===== src/rtl/arith_op_scheduler_pkg.sv =====
// Shared types for the arithmetic-unit scheduler: op codes, FSM states, latched command,
// and the result-mask / overflow-flag rules applied at capture.
package arith_op_scheduler_pkg;

  typedef enum logic [1:0] {
    OpAdd  = 2'd0,
    OpSub  = 2'd1,
    OpMul2 = 2'd2,
    OpDiv2 = 2'd3
  } op_e;

  typedef enum logic [1:0] {
    StIdle   = 2'd0,
    StSettle = 2'd1,
    StResp   = 2'd2
  } state_e;

  typedef struct packed {
    logic [3:0] x;
    logic [3:0] y;
    op_e        op;
    logic       id;
  } cmd_t;

  // Keep only the result bits that are meaningful for each operation.
  function automatic logic [7:0] mask_result(input op_e op, input logic [7:0] raw);
    logic [7:0] res;
    res = raw;
    unique case (op)
      OpAdd:   res = {3'b000, raw[4:0]};
      OpSub:   res = {4'b0000, raw[3:0]};
      OpMul2:  res = raw;
      OpDiv2:  res = raw;
      default: res = raw;
    endcase
    return res;
  endfunction

  // Carry out, borrow, bit shifted out of the top, bit shifted out of the bottom.
  function automatic logic ovf_flag(input op_e op, input logic [3:0] x, input logic [3:0] y,
                                    input logic [7:0] raw);
    logic flag;
    flag = 1'b0;
    unique case (op)
      OpAdd:   flag = raw[4];
      OpSub:   flag = (x < y);
      OpMul2:  flag = y[3];
      OpDiv2:  flag = x[0];
      default: flag = 1'b0;
    endcase
    return flag;
  endfunction

endpackage


===== src/rtl/arith_op_scheduler_rr_arbiter2.sv =====
// Two-way round-robin arbiter. Grants combinationally while enabled; the priority pointer
// moves past the winner only when its request is actually taken.
module arith_op_scheduler_rr_arbiter2 (
  input  logic       clk,
  input  logic       rst_n,
  input  logic       en,
  input  logic [1:0] req,
  output logic [1:0] gnt
);

  logic ptr_q, ptr_d;

  always_comb begin
    gnt = 2'b00;
    if (en) begin
      unique case (req)
        2'b01:   gnt = 2'b01;
        2'b10:   gnt = 2'b10;
        2'b11:   gnt = ptr_q ? 2'b10 : 2'b01;
        default: gnt = 2'b00;
      endcase
    end
  end

  // gnt is a subset of req, so any grant bit means the request was taken this cycle.
  always_comb begin
    ptr_d = ptr_q;
    if (|(req & gnt)) begin
      ptr_d = ~gnt[1];
    end
  end

  always_ff @(posedge clk or negedge rst_n) begin
    if (!rst_n) begin
      ptr_q <= 1'b0;
    end else begin
      ptr_q <= ptr_d;
    end
  end

endmodule


===== src/rtl/arith_op_scheduler.sv =====
// Shares one 4-bit arithmetic unit between two requesters: arbitrate, hold operands for a
// settle window, capture the masked result and overflow flag, return it on a response channel.
module arith_op_scheduler
  import arith_op_scheduler_pkg::*;
#(
  parameter int unsigned SETTLE_CYCLES = 1,
  parameter int unsigned CNT_W         = 8
) (
  input  logic             clk,
  input  logic             rst_n,
  input  logic [1:0]       req_valid,
  output logic [1:0]       req_ready,
  input  logic [7:0]       req_x,
  input  logic [7:0]       req_y,
  input  logic [3:0]       req_op,
  output logic [3:0]       alu_x,
  output logic [3:0]       alu_y,
  output logic [1:0]       alu_sel,
  input  logic [7:0]       alu_out,
  output logic             rsp_valid,
  input  logic             rsp_ready,
  output logic             rsp_id,
  output logic [7:0]       rsp_data,
  output logic             rsp_ovf,
  input  logic             ovf_clr,
  output logic [CNT_W-1:0] ovf_count,
  output logic             busy
);

  localparam int unsigned SetW = (SETTLE_CYCLES > 1) ? $clog2(SETTLE_CYCLES) : 1;
  localparam logic [SetW-1:0] SettleLast = SetW'(SETTLE_CYCLES - 1);

  state_e           state_q, state_d;
  cmd_t             cmd_q, cmd_sel;
  logic [SetW-1:0]  settle_q, settle_d;
  logic [1:0]       gnt;
  logic             accept;
  logic             capture;
  logic             cap_flag;
  logic             cap_ovf;
  logic [7:0]       cap_data;
  logic [7:0]       rsp_data_q;
  logic             rsp_ovf_q;
  logic             rsp_id_q;
  logic [CNT_W-1:0] cnt_q, cnt_d;

  arith_op_scheduler_rr_arbiter2 u_arb (
    .clk   (clk),
    .rst_n (rst_n),
    .en    (state_q == StIdle),
    .req   (req_valid),
    .gnt   (gnt)
  );

  assign req_ready = gnt;
  assign accept    = |(req_valid & gnt);

  // Pick the granted requester's fields out of the packed request buses.
  always_comb begin
    cmd_sel.id = gnt[1];
    cmd_sel.x  = gnt[1] ? req_x[7:4] : req_x[3:0];
    cmd_sel.y  = gnt[1] ? req_y[7:4] : req_y[3:0];
    cmd_sel.op = op_e'(gnt[1] ? req_op[3:2] : req_op[1:0]);
  end

  assign capture  = (state_q == StSettle) && (settle_q == SettleLast);
  assign cap_data = mask_result(cmd_q.op, alu_out);
  assign cap_flag = ovf_flag(cmd_q.op, cmd_q.x, cmd_q.y, alu_out);
  assign cap_ovf  = capture && cap_flag;

  always_comb begin
    state_d  = state_q;
    settle_d = settle_q;
    unique case (state_q)
      StIdle: begin
        settle_d = '0;
        if (accept) begin
          state_d = StSettle;
        end
      end
      StSettle: begin
        if (capture) begin
          settle_d = '0;
          state_d  = StResp;
        end else begin
          settle_d = settle_q + 1'b1;
        end
      end
      StResp: begin
        if (rsp_ready) begin
          state_d = StIdle;
        end
      end
      default: state_d = StIdle;
    endcase
  end

  // Clear has priority, but an overflow captured in the same cycle still counts.
  always_comb begin
    cnt_d = cnt_q;
    if (ovf_clr) begin
      cnt_d = cap_ovf ? CNT_W'(1) : '0;
    end else if (cap_ovf && (cnt_q != '1)) begin
      cnt_d = cnt_q + 1'b1;
    end
  end

  always_ff @(posedge clk or negedge rst_n) begin
    if (!rst_n) begin
      state_q  <= StIdle;
      settle_q <= '0;
      cnt_q    <= '0;
    end else begin
      state_q  <= state_d;
      settle_q <= settle_d;
      cnt_q    <= cnt_d;
    end
  end

  always_ff @(posedge clk or negedge rst_n) begin
    if (!rst_n) begin
      cmd_q <= '0;
    end else if (accept) begin
      cmd_q <= cmd_sel;
    end
  end

  always_ff @(posedge clk or negedge rst_n) begin
    if (!rst_n) begin
      rsp_data_q <= '0;
      rsp_ovf_q  <= 1'b0;
      rsp_id_q   <= 1'b0;
    end else if (capture) begin
      rsp_data_q <= cap_data;
      rsp_ovf_q  <= cap_flag;
      rsp_id_q   <= cmd_q.id;
    end
  end

  assign alu_x     = cmd_q.x;
  assign alu_y     = cmd_q.y;
  assign alu_sel   = cmd_q.op;
  assign rsp_valid = (state_q == StResp);
  assign rsp_data  = rsp_data_q;
  assign rsp_ovf   = rsp_ovf_q;
  assign rsp_id    = rsp_id_q;
  assign ovf_count = cnt_q;
  assign busy      = (state_q != StIdle);

endmodule


===== config.mk =====
export PLATFORM = sky130hd
export DESIGN_NAME = arith_op_scheduler
export DESIGN_NICKNAME = d
export VERILOG_FILES = /design/src/rtl/arith_op_scheduler_pkg.sv /design/src/rtl/arith_op_scheduler_rr_arbiter2.sv /design/src/rtl/arith_op_scheduler.sv
export SDC_FILE = /design/constraint.sdc
export NUM_CORES = 1
export LEC_CHECK = 0
export CAP_MARGIN = 20
export CORE_AREA = 2 2 70 72
export DETAILED_ROUTE_END_ITERATION = 6
export DIE_AREA = 0 0 72 74
export PLACE_DENSITY = 0.73
export SETUP_SLACK_MARGIN = 0.3
export SYNTH_ARGS = -nofsm -noshare
export SYNTH_HDL_FRONTEND = slang
export SYNTH_HIERARCHICAL = 1
export SYNTH_SLANG_ARGS = --single-unit
export TNS_END_PERCENT = 20

===== constraint.sdc =====
create_clock -name clk -period 1.7 [get_ports clk]
set_input_delay 0.51 -clock clk [delete_from_list [all_inputs] [get_ports clk]]
set_output_delay 0.51 -clock clk [all_outputs]
set_load 0.1 [all_outputs]

==> reports/summary.txt <==
status = finished, violations left
failing checks = setup timing
initial antenna violation count = 0
grt met3 use = 5.42%
Worst Hold End = cmd_q[0]$_DFFE_PN0P_
fillers = 300
Skew-Pair Late Insertion Delay = 0.28 ns
starting density of the core = 37.0%
cts-stage hold buffer count = 0
first-pass GRT wire length = 7.41 mm
Worst path slowest cell = dfrtp_1
share of the synthesized area in the top cell type = 48.6%
mean routed wirelength per cell = 13.7 um
die extent in x = 72 um
crit-path cells = buf_6, or2_4, inv_4, nand2_4, a21oi_4, buf_12
Layout Cells excl Fill = 330
PwrDens = 2120 nW/um^2
CTS tree = built
final worst slack = -0.366 ns
DRC errors left = 0
Final TNS setup = -4.06 ns
number of global-route vias before repair = 1591
Adder-Cell Fraction of Synth Area = 2.94%
reg-to-reg setup timing slack = -0.30 ns
# H-tree levels = 2
Worst VDD drop = 1.27 mV
syn nets = 211
met2 usage = 31.3%
delay of the slowest cell on the worst path = 0.40 ns
drt total wl = 4.52 mm
Worst-path clk slew = 0.07 ns
GR peak layer = met2
Post-Syn Area per Cell = 9.83 um^2
Clock Tree Buf Depth = 2
Crit path arrival time = 1.56 ns
highest clock rate = 0.484 GHz
Post-Place Cell Area = 2980 um^2
# Max-Cap Violations = 0
RD Place Congestion = 0.753
Post-Synth Simple-Gate Area = 14.1%
Tmin final = 2.07 ns
routing usage on met1 = 22.1%
mux cell area share after synthesis = 10.4%
actual slew at the worst max-slew pin = 0.595 ns
# port buffers = 65
hold crit path type = reg2reg
number of synthesized flops with an enable pin = 0
clk_skew = 0.00213 ns
Inserted Diodes = 0
Tot GR Track Use = 18.0%
dpl hpwl = 3.16 mm
reg2reg start = alu_x[1]$_DFFE_PN0P_
Fin. Hold Viols = 0
die area = 5330 um^2
cells after synthesis = 173
Num CTS Buffers = 5
Die Ht = 74 um
final-report setup violation count = 23
gr ovfl total = 0
pin count of the biggest net entering global routing = 34
Post-synth top flop = dfrtp_1
Area contributors post-synth = dfrtp_1 49%, mux2i_1 7.1%, nand2_1 6.2%
sequential share of the synthesized area = 48.6%
Power, Total = 7.30 mW
Placed Cells = 311
part of the cycle the worst path needs = 122%
Yosys top cell by area = dfrtp_1
Final Cell Area = 3450 um^2
Compound-Gate Fraction of Synth Area = 15.5%
clock root buffer = clkbuf_8
ys async rst share = 100%
Leakage = 1.49 nW
Clock Sinks = 33
R2R depth = 6
CP Data Required Time = 1.19 ns
combinational family with the most area after synthesis = compound AO/OA/AOI/OAI gates
Core ar. = 4600 um^2
Area Overhead vs Synth = 103%
Buf/Inv on CP = 3
Synth Area in XOR/XNOR = 0%
I/O pin count = 66
hold wc startpoint = cmd_q[0]$_DFFE_PN0P_
Final Net Count = 313
Slew Viols, Final = 0
CP Class = reg2out
Yosys cell types = 35
Rel. slew slack = 60.3%
ANT nets after route = 0
routed via count = 1636
num rows = 25
#FFs+latches synth = 33
RSZ-0062 raised after global routing = yes
Critical Path Fanout Max = 3
critical path endpoint category = output port
Startpoint Class = register
DRT iter0 DRCs = 91
WHS Path Cells = 1
mapped cell area = 1700 um^2
FF-to-FF End = ovf_count[5]$_DFFE_PN0P_
share of post-route cells with drive strength above 1 = 47.1%
Via-to-Cell Ratio = 4.96
Synthesis Warnings = 6
drt pass-1 iters = 4
Final Core Density = 75.0%
Largest delay share family, worst path = flip-flops
[logic make-up (layout without fill, tap and decap cells)]
| family | Yosys count | count (layout) |
|---|---|---|
| DFF | 33 | 33 |
| AOI/OAI and AO/OA | 42 | 42 |
| muxes | 17 | 17 |
| and+or+nand+nor | 49 | 49 |
| adders and majority gates | 4 | 4 |
| buffers and inverters | 28 | 131 |
[cell usage after synthesis (3+ instances only)]
library cell  number
ha_1               4
o31ai_1            5
dfrtp_1           33
clkbuf_1           3
o21ai_0           16
nor2_1             3
buf_4             10
or4_1              3
inv_1             12
nand2_1           28
mux2_2             5
mux2i_1           12
nand3_1            4
a21oi_1            8
[routing by layer]
metal / vias up / routed length, um
met5: - / 0
met4: 0 / 49
met3: 5 / 219
met2: 47 / 2350
met1: 776 / 1910
li1: 808 / -
[sequential cells by signal (all words and copies together) (netlist names)]
register,flops
alu_sel,2
alu_x,4
alu_y,4
cmd_q,1
ovf_count,8
rsp_data,8
rsp_id,1
rsp_ovf,1
settle_q,1
state_q,2
u_arb/ptr_q,1
[cell type report]
class | count | area, um^2 | area share [%]
Clock buffer | 5 | 68.8 | 1.99
Sequential cell | 33 | 832 | 24.1
Multi-Input combinational cell | 112 | 927 | 26.9
Tap cell | 54 | 67.6 | 1.96
Clock inverter | 3 | 65.1 | 1.89
Timing Repair Buffer | 111 | 1440 | 41.8
Inverter | 12 | 47.5 | 1.38
[worst reg2reg max path: cells and delay by family (launching register included)]
family                   cells  cell delay (ns)
flip-flops                   1             0.39
AO/OA/AOI/OAI                4             0.76
AND/OR/NAND/NOR              1             0.49
adder cells (fa/ha/maj)      1             0.30
[stage by stage]
step                hold WS, ns  setup slack, ns
floorplan                 0.214           -0.440
global placement          0.491           -0.350
detailed placement        0.499           -0.392
CTS                       0.515           -0.374
global route              0.538           -0.424
finish                    0.508           -0.366
[placed cells by master, fill, tap and decap left out, drive strengths merged, types with 2 or more instances in the layout]
cell type,synthesis,layout
a21o,2,2
a21oi,9,9
and3,2,2
and4,2,2
buf,13,78
bufinv,0,2
clkbuf,3,5
clkdlybuf4s50,0,31
dfrtp,33,33
dlygate4sd2,0,2
ha,4,4
inv,12,12
mux2,5,5
mux2i,12,12
nand2,28,28
nand3,4,4
nor2,3,3
o211ai,2,2
o21ai,16,16
o311ai,2,2
o31ai,5,5
or4,3,3
[worst max-delay path by stage]
stage	startpoint	end	slack [ns]	depth (start not counted)
after global placement	req_valid[0]	req_ready[0]	-0.35	4
after detailed placement	req_valid[0]	req_ready[0]	-0.39	4
final	state_q[1]$_DFFE_PN0P_	req_ready[0]	-0.37	6
after CTS	alu_x[1]$_DFFE_PN0P_	ovf_count[5]$_DFFE_PN0P_	-0.37	6
after global routing	state_q[1]$_DFFE_PN0P_	req_ready[0]	-0.42	6
after floorplan	state_q[1]$_DFFE_PN0P_	alu_sel[1]$_DFFE_PN0P_	-0.44	7
[power by group]
group	internal [mW]	switching [mW]	leakage [nW]
Combinational	2.11	2.99	1.01
Clock	0.582	0.292	0.0681
Sequential	1.07	0.256	0.412
[timing repair]
item	CTS	global route
setup endpoints to repair	44	59
pin swaps	9	5
buffers inserted	5	6
gates resized for setup	32	30
Note: power is estimated with default switching activity, not from simulation.
==> RTL edit 1 (config.mk and constraints unchanged) <==
Set the parameter `CNT_W` to 10 (it was 8).
--- a/src/rtl/arith_op_scheduler.sv
+++ b/src/rtl/arith_op_scheduler.sv
@@ -4,7 +4,7 @@
   import arith_op_scheduler_pkg::*;
 #(
   parameter int unsigned SETTLE_CYCLES = 1,
-  parameter int unsigned CNT_W         = 8
+  parameter int unsigned CNT_W         = 10
 ) (
   input  logic             clk,
   input  logic             rst_n,
Interface: changed (resized ovf_count); port bits go from 66 to 68. No check against the original RTL was run, so the function may have changed too.
==> RTL edit 1 against the unedited design <==
The flow still finishes with violations (negative setup slack). Sequential cell count increased by 2. Synthesized cell count increased by 16%. Largest cell class unchanged. First-iteration DRC count increased by 63%. Synthesized area increased by 6.8%. Critical path type unchanged. Critical path depth unchanged. Critical endpoint unchanged. Sequential power increased by 4%. Wire length increased by 4.9%. Total power decreased by 4.5%. Setup slack improved by 0.037 ns. Cell area increased by 1.1%. Die area unchanged. Global-route usage increased by 1.8 points. Cell count increased by 9.4%.
==> RTL edit 1: results (changes against the unedited design) <==
[drt]
wl_met3_um=228  ; +4.1%
dr.first_iter.drc_count=148  ; +63%
wl_met1_um=2030  ; +6.6%
viasPerCell=4.93  ; -0.65%
wl_met2_um=2420  ; +3.3%
wirelength_um=4750  ; +4.9%

[min_path]
hold_path_class=input pin to async pin

[global_route]
met3_usage_pct=4.88  ; -0.54 points
antenna_found_initial=0  ; unchanged
grt.total_usage_pct=19.8  ; +1.8 points
use_met2_pct=33.8  ; +2.6 points
first_global_vias=1792  ; +13%
grtUsageMet1_pct=25.3  ; +3.2 points
grt_pass1_wl_um=8270  ; +12%

[finish]
layout-drive-gt1-share_pct=40.1  ; -7.0 points
multi_input_area_um2=938  ; +1.2%
layout.nets=344  ; +9.9%

[worst_setup_path]
worstPathArrival_ns=1.52  ; -0.04 ns

[synth]
synth_compound_gate_area_share_pct=13.6  ; -1.9 points
synth_fp_nets=238  ; +13%
synth_common_cells=45 x nand2_1, 35 x dfrtp_1, 19 x o21ai_0
synthAdderAreaFrac_pct=2.76  ; -0.19 points
yosys-top-cells-area=dfrtp_1 48%, nand2_1 9.3%, mux2i_1 6.6%
muxShareOfSynthArea_pct=7.86  ; -2.5 points
ys_seq_area_share_pct=48.2  ; -0.32 points

[placed_design]
routabilityCongestion=0.750  ; -0.44%
placed_area_um2=3150  ; +5.7%
portBuffers=67  ; +3.1%
dpl.hpwl_um=3530  ; +12%
place_worst_setup_slack_ns=-0.382  ; +0.00927 ns

[timing]
skew_ns=0.00459  ; +0.00246 ns
setup_violations=24  ; +4.3%
fin_ws_ns=-0.329  ; +0.0372 ns
slew_headroom_pct=69.0  ; +8.8 points

[outcome]
status=complete, but fails checks
violations=negative setup slack

[power]
p_int_mw=3.44  ; -8.5%
p_clk_share_pct=8.9  ; -3.1 points
pg_clk_mw=0.617  ; -29%
power_leakage_nw=1.55  ; +3.7%

[clock_tree]
post_cts_buffers=4  ; -1
cts.repair.resized=30  ; -6.3%

## RTL edit 1: per-stage QoR
| stage | instances | setup TNS [ns] |
|---|---|---|
| after floorplan | 200 | -9.36 |
| after global placement | 344 | -6.11 |
| after detailed placement | 344 | -6.78 |
| after CTS | 357 | -3.33 |
| after global routing | 361 | -6.46 |
| final | 361 | -4.03 |
## RTL edit 1: worst paths after layout
| path | end | slack, ns | depth (start not counted) |
|---|---|---|---|
| min in group clk | rsp_id | 0.48 | 2 |
| min | rsp_data[1] | 0.12 | 1 |
| max in group asynchronous | settle_q | 1.10 | 2 |
| min reg2reg | rsp_id | 0.48 | 2 |
| max reg2reg | ovf_count[7] | -0.32 | 6 |
| max | req_ready[0] | -0.33 | 6 |
## RTL edit 1: area by class of cell
class / count / area share (%)
repair buffers: 115 / 41.8
flip-flops and latches: 35 / 25.3
multi-input cells: 136 / 26.9
inverters: 13 / 1.47
well taps: 54 / 1.94
clock buffers: 7 / 2.48
clock inverters: 1 / 0.144
==> RTL edit 2 (config.mk and constraints unchanged) <==
Without the edit above. Put one more register stage on the output `rsp_ovf`, without a reset. The value now appears one clock later. The other outputs are not delayed to match.
--- a/src/rtl/arith_op_scheduler.sv
+++ b/src/rtl/arith_op_scheduler.sv
@@ -142,7 +142,9 @@
   assign alu_sel   = cmd_q.op;
   assign rsp_valid = (state_q == StResp);
   assign rsp_data  = rsp_data_q;
-  assign rsp_ovf   = rsp_ovf_q;
+  always_ff @(posedge clk) begin
+    rsp_ovf <= rsp_ovf_q;
+  end
   assign rsp_id    = rsp_id_q;
   assign ovf_count = cnt_q;
   assign busy      = (state_q != StIdle);
Formal check against the unedited RTL: not equivalent (a bounded check fails within 4 cycles, from zero or initial values and one cycle with rst_n low).
==> RTL edit 2 against the unedited design <==
The run still ends with negative setup slack left. Setup slack worse by 0.021 ns. Count of clock-buffer cells in the layout stayed put. Global-route usage rose by 0.90 points. Cell area fell by 1.6%. Clock skew rose by 0.0051 ns. Total power fell by 0.33%. Wire length rose by 4.2%. Sequential cell count increased by 1. Sequential share of layout area grew 0.99 points. Critical path depth up 2. Register-to-register slack worse by 0.09 ns. Synthesized area grew 1.2%. Die area is the same. Critical endpoint is now ovf_count[0].
==> RTL edit 2: results (changes against the unedited design) <==
[synth]
ys.flop_type=dfrtp_1
yosys-top-cells-area=dfrtp_1 48%, mux2i_1 7.0%, nand2_1 6.1%
ys_warn_count=6  ; unchanged
syn-instance-count=174  ; +0.58%
synthArstFlopShare_pct=97.1  ; -2.9 points
netlist-cell-type-count=36  ; +2.9%
ys_seq_area_share_pct=49.2  ; +0.60 points
synth_fp_nets=212  ; +0.47%

[placed_design]
portBuffers=65  ; unchanged
dpl.hpwl_um=3260  ; +3.1%
routabilityCongestion=0.840  ; +11%
place_inst=308  ; -0.96%

[global_route]
grt.total_usage_pct=18.9  ; +0.90 points
grtUsageMet1_pct=21.5  ; -0.58 points
grt_pass1_wl_um=7750  ; +4.6%
use_met2_pct=35.2  ; +3.9 points
antenna_found_initial=0  ; unchanged
grt_max_degree=21  ; -38%
first_global_vias=1680  ; +5.6%
met3_usage_pct=5.01  ; -0.41 points

[power]
ir_drop_uv=1330  ; +4.5%
power_leakage_nw=1.48  ; -1.1%

[finish]
layout-drive-gt1-share_pct=43.6  ; -3.5 points
stdcell_count=327  ; -0.91%

[clock_tree]
cts.path.max_buffers=2  ; unchanged
clockRootBuffer=clkbuf_8
clk_latency_ns=0.29

[timing]
fin_ws_ns=-0.387  ; -0.0209 ns
slew_headroom_pct=42.5  ; -18 points
setup_violations=22  ; -4.3%
tns_ns=-4.49  ; -0.429 ns
skew_ns=0.00725  ; +0.00512 ns

[drt]
dr.first_iter.drc_count=110  ; +21%
vias=1639  ; +0.18%
wirelength_um=4710  ; +4.2%

[min_path]
hold_path_class=input pin to async pin

[worst_setup_path]
worstPathMaxFanout=6  ; +3
worstPathArrival_ns=2.28  ; +0.72 ns

[outcome]
status=complete, but fails checks
violations=negative setup slack

RTL edit 2: changes by cell type after synthesis, sizes merged:
cell / delta
dfxtp: +1
RTL edit 2: through the flow:
step / total power [mW] / cell area, um^2 / utilization (%) / setup slack, ns
3_3_place_gp: 5.90 / 2970 / 64.5 / -0.366
5_1_grt: 7.60 / 3390 / 73.8 / -0.484
6_report: 7.27 / 3390 / 73.8 / -0.387
3_5_place_dp: 5.96 / 2970 / 64.5 / -0.414
4_1_cts: 7.14 / 3300 / 71.7 / -0.397
2_1_floorplan: 4.26 / 1790 / - / -0.440
RTL edit 2: critical path, cell delays in order (launching register included):
cell       delay (ns)
dfrtp_1          0.39
ha_1             0.30
o211ai_1         0.20
o2111ai_2        0.19
a21o_4           0.26
buf_6            0.13
buf_6            0.11
or3_4            0.33
o221ai_2         0.07
RTL edit 2: layout make-up:
cell class	count	area, um^2
fill	311	1200
tap	54	67.6
sequential	34	852
clock buffer	5	68.8
inverter	12	47.5
clock inverter	3	68.8
multi-input combinational	112	886
timing repair buffer	107	1400
RTL edit 2: cell families after synthesis:
kind of cell    after synthesis  synth area share, %
simple gates                 49                 13.9
buf+inv                      28                 8.44
compound gates               42                 15.3
mux                          17                 10.3
fa+ha+maj                     4                 2.91
flops                        34                 49.2
RTL edit 2: final timing paths:
path | slack, ns | cells after the start | start | endpoint
worst min register to register | 0.37 | 0 | rsp_ovf_q | rsp_ovf
worst max register to register | -0.39 | 8 | alu_x[1] | ovf_count[0]
max in group asynchronous | 1.15 | 2 | rst_n | alu_x[0]
min in group clk | 0.37 | 0 | rsp_ovf_q | rsp_ovf
worst max-delay path | -0.39 | 8 | alu_x[1] | ovf_count[0]
worst min-delay path | 0.12 | 1 | rst_n | rsp_data[1]
RTL edit 2: report_power, final:
group          leakage (nW)  total (mW)  switching [mW]  internal (mW)
clock                0.0683       0.901           0.314          0.588
combinational         0.989        5.02            2.98           2.04
sequential            0.421        1.35           0.251           1.10
total                  1.48        7.27            3.54           3.73
RTL edit 2: what timing repair did:
action	4_1_cts	5_1_grt
endpoints found under the setup margin	49	57
resized for setup	40	14
endpoints found under the hold margin	0	0
buffers inserted	6	5
pin swaps	12	12
RTL edit 2: per-layer routing:
| layer | share of wire [%] | vias up |
|---|---|---|
| met5 | 0 | - |
| met4 | 1.2 | 0 |
| met3 | 6.0 | 7 |
| met2 | 54 | 65 |
| met1 | 39 | 764 |
| li1 | - | 803 |
